--- src/rtl/uart_tx_arbiter_if.sv ---
// ---------------------------------------------------------------------------
// uart_tx_arbiter_if
//
// Purpose: groups the byte-stream handshake signals between the requester
//          FIFOs, the arbiter and the shared uart_tx instance.
//
// Signals:
//   req_tdata   N_REQ*8  requester bytes, requester i at [8i+7:8i]
//   req_tvalid  N_REQ    requester byte valid
//   req_tlast   N_REQ    last byte of requester packet
//   req_tready  N_REQ    byte accepted from requester
//   m_axis_*    8/1/1    byte stream towards uart_tx
//   uart_busy   1        uart_tx is shifting a byte out
//
// Modports:
//   master  arbiter side
//   slave   requester FIFOs + uart_tx side
// ---------------------------------------------------------------------------
interface uart_tx_arbiter_if #(
    parameter int N_REQ = 4
);
    logic [N_REQ*8-1:0] req_tdata;
    logic [N_REQ-1:0]   req_tvalid;
    logic [N_REQ-1:0]   req_tlast;
    logic [N_REQ-1:0]   req_tready;
    logic [7:0]         m_axis_tdata;
    logic               m_axis_tvalid;
    logic               m_axis_tready;
    logic               uart_busy;

    modport master (
        input  req_tdata, req_tvalid, req_tlast, m_axis_tready, uart_busy,
        output req_tready, m_axis_tdata, m_axis_tvalid
    );

    modport slave (
        output req_tdata, req_tvalid, req_tlast, m_axis_tready, uart_busy,
        input  req_tready, m_axis_tdata, m_axis_tvalid
    );
endinterface

--- src/rtl/uart_tx_arbiter.sv ---
// ---------------------------------------------------------------------------
// uart_tx_arbiter
//
// Purpose: shares one uart_tx byte transmitter between N_REQ byte-stream
//          requesters. The transmitter is granted packet-by-packet in
//          round-robin order, with at most MAX_BYTES bytes per grant before a
//          forced release. The arbiter also owns the uart_tx prescale value
//          and only changes it while the line is idle.
//
// Ports:
//   clk           in   clock
//   rst_n         in   asynchronous active-low reset
//   bus           if   handshake bundle (uart_tx_arbiter_if.master)
//   prescale      out  prescale value driven to uart_tx
//   cfg_prescale  in   new prescale value
//   cfg_update    in   one-cycle pulse, latch cfg_prescale as pending
//   cfg_pending   out  an update is latched but not yet applied
//   grant_id      out  current owner
//   active        out  a grant is held
//
// Build option:
//   UART_TX_ARB_PRIO_EN  when defined, requester 0 wins every IDLE
//                        arbitration it takes part in (no preemption of a
//                        held grant); otherwise pure round-robin.
// ---------------------------------------------------------------------------
module uart_tx_arbiter #(
    parameter int                    N_REQ        = 4,
    parameter int                    MAX_BYTES    = 16,
    parameter int                    PRESCALE_W   = 16,
    parameter logic [PRESCALE_W-1:0] PRESCALE_RST = PRESCALE_W'(1)
) (
    input  logic                       clk,
    input  logic                       rst_n,
    uart_tx_arbiter_if.master          bus,
    output logic [PRESCALE_W-1:0]      prescale,
    input  logic [PRESCALE_W-1:0]      cfg_prescale,
    input  logic                       cfg_update,
    output logic                       cfg_pending,
    output logic [$clog2(N_REQ)-1:0]   grant_id,
    output logic                       active
);

    localparam int IDW = $clog2(N_REQ);

    typedef enum logic [1:0] {
        IDLE  = 2'd0,
        XFER  = 2'd1,
        DRAIN = 2'd2
    } state_t;

    state_t                r_state;
    logic [IDW-1:0]        r_grant_id;
    logic [IDW-1:0]        r_rr_ptr;
    logic                  r_active;
    logic [7:0]            r_byte_cnt;
    logic [PRESCALE_W-1:0] r_prescale;
    logic [PRESCALE_W-1:0] r_pending_val;
    logic                  r_cfg_pending;

    logic                  w_busy;
    logic [IDW-1:0]        w_winner;
    logic                  w_grant;
    logic                  w_hs;
    logic                  w_release;
    logic                  w_apply;
    logic [IDW-1:0]        w_next_ptr;

    assign w_busy = bus.uart_busy;

    // Round-robin search starting at r_rr_ptr, wrapping at N_REQ-1 -> 0.
    // The index is kept one bit wider so the wrap works for any N_REQ,
    // including non-powers of two.
    // NOTE: every always_comb output gets a default first so no path leaves
    // it unassigned; otherwise synthesis infers a latch.
    always_comb begin : arbitrate
        logic [IDW:0] idx;
        logic         found;
        w_winner = '0;
        found    = 1'b0;
        idx      = '0;
        for (int i = 0; i < N_REQ; i++) begin
            idx = {1'b0, r_rr_ptr} + (IDW+1)'(i);
            if (idx >= (IDW+1)'(N_REQ)) begin
                idx = idx - (IDW+1)'(N_REQ);
            end
            if (!found && bus.req_tvalid[idx[IDW-1:0]]) begin
                found    = 1'b1;
                w_winner = idx[IDW-1:0];
            end
        end
`ifdef UART_TX_ARB_PRIO_EN
        // Requester 0 overrides the round-robin pick, but only here in IDLE.
        if (bus.req_tvalid[0]) begin
            w_winner = '0;
        end
`else
`endif
    end

    assign w_grant = (r_state == IDLE) && (|bus.req_tvalid) && !w_busy;

    // Stream outputs are combinational in XFER so a byte can pass in the same
    // cycle the requester presents it; all zero outside XFER.
    always_comb begin : stream_mux
        bus.m_axis_tvalid = 1'b0;
        bus.m_axis_tdata  = 8'h00;
        bus.req_tready    = '0;
        if (r_state == XFER) begin
            bus.m_axis_tvalid          = bus.req_tvalid[r_grant_id] && !w_busy;
            bus.m_axis_tdata           = bus.req_tdata[{r_grant_id, 3'b000} +: 8];
            bus.req_tready[r_grant_id] = bus.m_axis_tready && !w_busy;
        end
    end

    assign w_hs = bus.m_axis_tvalid && bus.m_axis_tready;

    // Release on end of packet or when this handshake is the MAX_BYTES-th of
    // the grant (forced release; the requester continues on a later grant).
    assign w_release = bus.req_tlast[r_grant_id] ||
                       (r_byte_cnt == 8'(MAX_BYTES - 1));

    assign w_next_ptr = (r_grant_id == IDW'(N_REQ - 1)) ? '0 : r_grant_id + 1'b1;

    // NOTE: sequential state uses non-blocking assignments so every flop
    // samples the pre-edge values regardless of statement order.
    // NOTE: every flop, including the pending prescale value, is cleared by
    // rst_n so the block restarts from a known state after a mid-packet
    // reset.
    always_ff @(posedge clk or negedge rst_n) begin
        if (!rst_n) begin
            r_state    <= IDLE;
            r_grant_id <= '0;
            r_rr_ptr   <= '0;
            r_active   <= 1'b0;
            r_byte_cnt <= 8'd0;
        end else begin
            case (r_state)
                IDLE: begin
                    if (w_grant) begin
                        r_grant_id <= w_winner;
                        r_active   <= 1'b1;
                        r_byte_cnt <= 8'd0;
                        r_state    <= XFER;
                    end
                end
                XFER: begin
                    // A stalled owner (tvalid low, no tlast) keeps the grant.
                    if (w_hs) begin
                        r_byte_cnt <= r_byte_cnt + 8'd1;
                        if (w_release) begin
                            r_state <= DRAIN;
                        end
                    end
                end
                DRAIN: begin
                    // Wait for uart_tx to finish the last byte before rearbitrating.
                    if (!w_busy && bus.m_axis_tready) begin
                        r_rr_ptr <= w_next_ptr;
                        r_active <= 1'b0;
                        r_state  <= IDLE;
                    end
                end
                default: r_state <= IDLE;
            endcase
        end
    end

    // Apply only on an idle line with no grant being issued; a grant in the
    // same cycle wins and the apply waits for the next idle cycle.
    assign w_apply = (r_state == IDLE) && !w_busy && !w_grant && r_cfg_pending;

    always_ff @(posedge clk or negedge rst_n) begin
        if (!rst_n) begin
            r_prescale    <= PRESCALE_RST;
            r_pending_val <= PRESCALE_RST;
            r_cfg_pending <= 1'b0;
        end else begin
            if (w_apply) begin
                r_prescale    <= r_pending_val;
                r_cfg_pending <= 1'b0;
            end
            // A fresh update overrides the clear above: the new value stays
            // pending even if the previous one was applied this cycle.
            if (cfg_update) begin
                r_pending_val <= cfg_prescale;
                r_cfg_pending <= 1'b1;
            end
        end
    end

    assign prescale    = r_prescale;
    assign cfg_pending = r_cfg_pending;
    assign grant_id    = r_grant_id;
    assign active      = r_active;

endmodule
--- src/flat_wrapper.sv ---
// flat-port wrapper written by rule: the top's interface ports become plain ports
module uart_tx_arbiter_flat 
#(
    parameter int                    N_REQ        = 4,
    parameter int                    MAX_BYTES    = 16,
    parameter int                    PRESCALE_W   = 16,
    parameter logic [PRESCALE_W-1:0] PRESCALE_RST = PRESCALE_W'(1)
)
  (clk, rst_n, prescale, cfg_prescale, cfg_update, cfg_pending, grant_id, active, bus_req_tdata, bus_req_tvalid, bus_req_tlast, bus_m_axis_tready, bus_uart_busy, bus_req_tready, bus_m_axis_tdata, bus_m_axis_tvalid);
  uart_tx_arbiter_if #(.N_REQ(N_REQ)) bus_i ();
  input  logic clk;
  input  logic rst_n;
  output logic [PRESCALE_W-1:0] prescale;
  input  logic [PRESCALE_W-1:0] cfg_prescale;
  input  logic cfg_update;
  output logic cfg_pending;
  output logic [$clog2(N_REQ)-1:0] grant_id;
  output logic active;
  input wire logic [$bits(bus_i.req_tdata)-1:0] bus_req_tdata;
  input wire logic [$bits(bus_i.req_tvalid)-1:0] bus_req_tvalid;
  input wire logic [$bits(bus_i.req_tlast)-1:0] bus_req_tlast;
  input wire logic [$bits(bus_i.m_axis_tready)-1:0] bus_m_axis_tready;
  input wire logic [$bits(bus_i.uart_busy)-1:0] bus_uart_busy;
  output wire logic [$bits(bus_i.req_tready)-1:0] bus_req_tready;
  output wire logic [$bits(bus_i.m_axis_tdata)-1:0] bus_m_axis_tdata;
  output wire logic [$bits(bus_i.m_axis_tvalid)-1:0] bus_m_axis_tvalid;
  assign bus_i.req_tdata = bus_req_tdata;
  assign bus_i.req_tvalid = bus_req_tvalid;
  assign bus_i.req_tlast = bus_req_tlast;
  assign bus_i.m_axis_tready = bus_m_axis_tready;
  assign bus_i.uart_busy = bus_uart_busy;
  assign bus_req_tready = bus_i.req_tready;
  assign bus_m_axis_tdata = bus_i.m_axis_tdata;
  assign bus_m_axis_tvalid = bus_i.m_axis_tvalid;
  uart_tx_arbiter #(.N_REQ(N_REQ), .MAX_BYTES(MAX_BYTES), .PRESCALE_W(PRESCALE_W), .PRESCALE_RST(PRESCALE_RST)) u_core (.clk(clk), .rst_n(rst_n), .bus(bus_i), .prescale(prescale), .cfg_prescale(cfg_prescale), .cfg_update(cfg_update), .cfg_pending(cfg_pending), .grant_id(grant_id), .active(active));
endmodule
--- config.mk ---
export PLATFORM = sky130hd
export DESIGN_NAME = uart_tx_arbiter_flat
export DESIGN_NICKNAME = d
export VERILOG_FILES = /design/src/rtl/uart_tx_arbiter_if.sv /design/src/rtl/uart_tx_arbiter.sv /design/src/flat_wrapper.sv
export SDC_FILE = /design/constraint.sdc
export NUM_CORES = 1
export LEC_CHECK = 0
export CORE_UTILIZATION = 45
export CTS_BUF_LIST = sky130_fd_sc_hd__clkbuf_4 sky130_fd_sc_hd__clkbuf_8 sky130_fd_sc_hd__clkbuf_16
export CTS_CLUSTER_SIZE = 28
export DETAILED_ROUTE_END_ITERATION = 10
export PLACE_DENSITY = 0.81
export SLEW_MARGIN = 15
export SYNTH_ARGS = -nofsm -noshare
export SYNTH_HDL_FRONTEND = slang
export SYNTH_SLANG_ARGS = --single-unit
--- constraint.sdc ---
create_clock -name clk -period 2.23 [get_ports clk]
set_clock_uncertainty 0.05 [all_clocks]
set_input_delay 0.446 -clock clk [delete_from_list [all_inputs] [get_ports clk]]
set_output_delay 0.446 -clock clk [all_outputs]
set_load 0.005 [all_outputs]
* Yosys cells after proc, flatten, opt, wreduce, memory -nomap -nowiden
Cells that the tools add are included.
** Cells by class
- $add $sub $neg :: 9
- Magnitude comparators :: 10
- Equality and inequality tests :: 8
- Shift-type cells :: 1
- Muxes and demuxes :: 42
- Bitwise operators :: 1
- Reduce and logical (&&, ||, !) cells :: 28
** Operator list (number)
- $shiftx A32 B6 Y8 :: 1
- $mux W2 :: 13
- $mux W8 :: 3
- $pmux W8 S2 :: 1
- $lt A2 B3 Y1 const B :: 5
- $mux W1 :: 15
- $bmux W1 S2 :: 6
- $logic_and A1 B1 Y1 :: 12
- $ge A3 B3 Y1 const B :: 3
- $add A8 B1 Y8 const B :: 1
- $eq A8 B4 Y1 const B :: 1
- $ne A2 B1 Y1 const B :: 4
- $sub A2 B1 Y2 const B :: 4
- $add A2 B2 Y3 const B :: 2
- $pmux W2 S3 :: 1
- $reduce_and A3 Y1 :: 2
- $reduce_bool A2 Y1 :: 3
- $logic_not A1 Y1 :: 5
- $and A4 B4 Y4 :: 1
- $eq A2 B2 Y1 const B :: 2
- $mux W4 :: 1
- $reduce_and A2 Y1 :: 2
- $reduce_and A4 Y1 :: 1
- $reduce_or A4 Y1 :: 1
- other kinds (9) :: 9
** Word-level totals
- Bits in registers :: 48
- Input port bits :: 61
- Output and inout port bits :: 33
- Logic and storage cells :: 107

* Depth between registers and ports, before layout
- Depth in word-level cells :: 14
- Depth in mapped cells :: 5
- Mapped depth without buffers :: 5

* Worst setup path after synthesis
No wires, ideal clock.
- Path kind :: register -> output
- Start :: reg u_core.r_grant_id[0], in the netlist u_core.grant_id[0]
- End :: out bus_m_axis_tdata[0]
- Arrival :: 1.539 ns
- Path slack :: 0.195 ns
- Cell stages (with the launch flop) :: 5
- Cell sequence :: dfrtp_1 -> buf_2 -> buf_2 -> mux4_2 -> and3_1
** Between the ends
- Longest elaborated chain between the ends :: 2
** Ends and longest elaborated chain
- start: declaration :: line uart_tx_arbiter.sv:52 : logic [IDW-1:0] r_grant_id;
- start signal: assignment :: line uart_tx_arbiter.sv:140 : r_grant_id <= w_winner;
- $shiftx A32 B6 Y8 :: line uart_tx_arbiter.sv:110 : bus.m_axis_tdata = bus.req_tdata[{r_grant_id, 3'b000} +: 8];
- $mux W8 :: line uart_tx_arbiter.sv:108 : if (r_state == XFER) begin
- end: declaration :: line flat_wrapper.sv:25 : output wire logic [$bits(bus_i.m_axis_tdata)-1:0] bus_m_axis_tdata;
Every way passes these cells.

* Final worst setup path
- Start :: reg u_core.r_grant_id[0], in the netlist u_core.grant_id[0]
- End :: out bus_m_axis_tvalid
** Between the ends
- Longest elaborated chain between the ends :: 4
** Ends and longest elaborated chain
- $bmux W1 S2 :: line uart_tx_arbiter.sv:109 : bus.m_axis_tvalid = bus.req_tvalid[r_grant_id] && !w_busy;
- $mux W1 (implied by the code) :: line uart_tx_arbiter.sv:109
- $logic_and A1 B1 Y1 :: line uart_tx_arbiter.sv:109
- $mux W1 :: line uart_tx_arbiter.sv:108
- end: declaration :: line flat_wrapper.sv:26 : output wire logic [$bits(bus_i.m_axis_tvalid)-1:0] bus_m_axis_tvalid;
Every way passes these cells. The select of a mux whose other input is x is not followed.

==> parameters.txt <==
Parameter                              Value

Clocking
  Clock transition at the register clock pins on the worst setup and hold paths after CTS    0.09 ns
  H-Tree Depth    2
  Number of CTS-inserted buffers    5
  Total number of clock tree sinks    48
  Clock latency reported for the late side of the worst-skew pair    0.30 ns
  CTS Buffer Depth    2
  CTS Root Cell    clkbuf_8
  TritonCTS clock tree    done
  # hold bufs at CTS    0

Setup path
  Number of cells on the worst reg-to-reg path    6
  Slowest stage cell, crit path    mux4_2
  Data arrival time of the critical path    1.77 ns
  Crit. End Element    primary output
  Data required time at the worst endpoint    1.73 ns
  Cell chain of the critical path    buf_4 -> mux4_2 -> nor3b_4 -> clkdlybuf4s15_1
  Highest fanout seen on the critical path    4
  Critical R2R Launch    u_core.grant_id[0]$_DFFE_PN0P_
  R2R Path End    u_core.r_state[1]$_DFFE_PN0P_
  Startpoint-to-endpoint class of the critical path    reg -> out
  Max incr delay on CP    between 0.5 and 0.6 ns
  Reg2Reg Setup Slack    0.39 ns
  Sort of element at the start of the critical path    register
  Launch point of the worst path    u_core.grant_id[0]$_DFFE_PN0P_
  Critical path destination    bus_m_axis_tvalid

Floorplanning
  Total core area    5510 um^2
  Number of placement rows    27
  Starting Density    a little under half
  Total I/O pin count    94
  Area of the die    approximately 6000 um^2
  Die boundary height    77.6 um
  Width of the die    ~78 um

Global route
  Number of antenna violations at the first check in global routing    0
  Number of global-route vias before repair    2159
  Total GRT Usage    about 23%
  Wire length of the first global-routing pass    10.7 mm
  Largest net degree at the start of global routing    26
  Grt total ovfl    0

Route
  Final routed wirelength across all metal layers    approximately 6.4 mm
  Remaining antenna violation count after routing    0
  Total number of vias    between 2000 and 2500
  Wire length per cell    16.2 um
  Number of search-and-repair iterations in the first detailed-routing pass    6
  Via/cell ratio    5.21
  Remaining design rule violation count    0
  Iteration-0 DRC Markers    131

Synth
  Largest cells by area after synthesis    dfrtp_1 (45%), mux2_2 (10%), mux4_2 (8.8%)
  Proportion of register bits with asynchronous set or reset after synthesis    100%
  Most numerous cell types in the synthesized netlist    dfrtp_1 (46), mux2_2 (23), nand2_1 (15)
  Area fraction of the dominant cell type after synthesis    44.8%
  Sequential share of the synthesized area    46.9%
  YS warnings    0
  Ys flop type    dfrtp_1
  Post-synthesis register bit count    48
  Syn Area/Cell    12.6 um^2
  Count of distinct cell types in the synthesized netlist    43
  Post-synth net total    270
  Dominant cell by count in the synthesized netlist    dfrtp_1
  Post-Syn Instances    204
  Post-synth EDFFs    0
  Post-synthesis cell type with the largest combined area    dfrtp_1
  Mapped Area    2570 um^2

STA
  Share of the cycle needed by the critical path after routing    101%
  Worst-Margin Slew    between 0.3 and 0.4 ns
  Number of hold violations in the final report    0
  Minimum period implied by the final worst setup slack    2.26 ns
  Setup repair after global routing missed its margin    true
  Final setup margin    -0.0313 ns
  Pins Over Slew Limit    0
  Total setup violations reported at the end of the flow    1
  Highest clock rate    442 MHz
  Relative slew slack    74.4%
  Worst hold slack across all endpoints    0.0634 ns

Final layout
  Number of fill cells in the layout    375
  Final nets    389
  Count of antenna diodes in the layout    0
  Final non-filler cell area    between 3000 and 4000 um^2
  Fraction of final layout cells with drive strength greater than 1    around a third
  Area Growth Syn to Fin    53.7%

Power and ir drop
  Pleak    1.75 nW
  Peak supply drop    0.516 mV
  Cell Pwr Density    between 900 and 1000 nW/um^2
  Final Total Pwr    just under 0.004 W

Status
  Run status    finished with violations
  Violations in the final reports    negative setup slack

Placement
  Port Buf Inserts    a little over 90
  Weighted congestion reported at the end of routability-driven placement    0.828
  HPWL after DPL    4.62 mm
  Area of placed instances    roughly 3700 um^2

Job
  Max-cap viol count    0

Min path
  Worst hold path type    in -> async
## cells in the final DEF (no fill, tap or decap), types with 2 or more instances in the layout
cell type	n
nand3_1	5
nor2_1	8
dfstp_2	2
o21ai_0	3
ha_1	5
clkdlybuf4s50_1	79
a31oi_1	2
clkbuf_8	5
mux2i_1	7
buf_2	4
a21oi_1	8
inv_1	5
and3_1	4
clkdlybuf4s15_1	3
and3_4	6
and2_1	5
buf_12	4
nand2_1	15
a2bb2oi_1	2
clkbuf_2	2
nand2b_1	6
buf_4	22
mux4_2	10
dfrtp_1	45
buf_6	8
mux2_4	10
mux2_2	23
## worst min path at each step
stage	cells past startpoint	end	startpoint
after floorplan	0	u_core.active$_DFFE_PN0P_	rst_n
after global placement	2	u_core.prescale[9]$_DFFE_PN0P_	rst_n
after detailed placement	2	u_core.prescale[9]$_DFFE_PN0P_	rst_n
after CTS	2	u_core.prescale[9]$_DFFE_PN0P_	rst_n
after global routing	2	u_core.r_pending_val[9]$_DFFE_PN0P_	rst_n
final	2	u_core.r_pending_val[9]$_DFFE_PN0P_	rst_n
## final cells by class
| cell class | count | area, um^2 | share of cell area, % |
|---|---|---|---|
| inverter | 5 | 18.8 | 0.475 |
| multi-input combinational | 140 | 1330 | 33.6 |
| tap | 72 | 90.1 | 2.28 |
| timing repair buffer | 123 | 1190 | 30.3 |
| sequential | 48 | 1200 | 30.5 |
| clock buffer | 6 | 76.3 | 1.93 |
| clock inverter | 2 | 35.0 | 0.887 |
## critical path, delay by kind of cell, from the launching register on
family                 cells  cell delay [ns]
buffers and inverters      2             0.35
muxes                      1             0.54
DFF                        1             0.40
and+or+nand+nor            1             0.17
## report_power, final
group,switching (W),internal (W),leakage [nW]
Sequential,0.000177,0.00110,0.595
Clock,0.000281,0.000345,0.0586
Combinational,0.000705,0.00128,1.10
Total,0.00116,0.00273,1.75
## metrics by stage
step | std cells | TNS, ns | setup WS [ns] | util, %
global placement | 378 | -2.30 | -0.252 | 67.6
CTS | 396 | -0.127 | -0.127 | 71.6
finish | 396 | -0.0313 | -0.0313 | 71.7
detailed placement | 378 | -2.45 | -0.267 | 67.6
global route | 396 | -0.0920 | -0.0712 | 71.7
floorplan | 204 | 0 | 0.195 | -
## sequential cells by signal (all words and copies together) (netlist names)
signal,cells
u_core.cfg_pending,1
u_core.prescale,16
u_core.r_rr_ptr,2
u_core.r_byte_cnt,8
u_core.grant_id,2
u_core.active,1
u_core.r_state,2
u_core.r_pending_val,16
## metal layers
metal	part of all wire [%]	GRT usage, %	up-vias
met3	3.2	3.18	10
met1	42	28.9	1027
met5	0	0	-
met4	1.5	8.68	0
met2	53	40.3	48
li1	-	-	980
## kinds of logic after synthesis
family	after synthesis	share of synthesized area (%)
mux	50	27.4
compound gates	24	6.04
flops	48	46.9
buf+inv	16	3.07
fa+ha+maj	5	2.44
simple gates	61	14.2
## what timing repair did
action	in CTS	in global routing
cloned	1	0
pin swaps	8	1
buffers inserted	9	2
endpoints found under the setup margin	13	11
gates resized for setup	46	13
(Power assumes the default switching activity.)
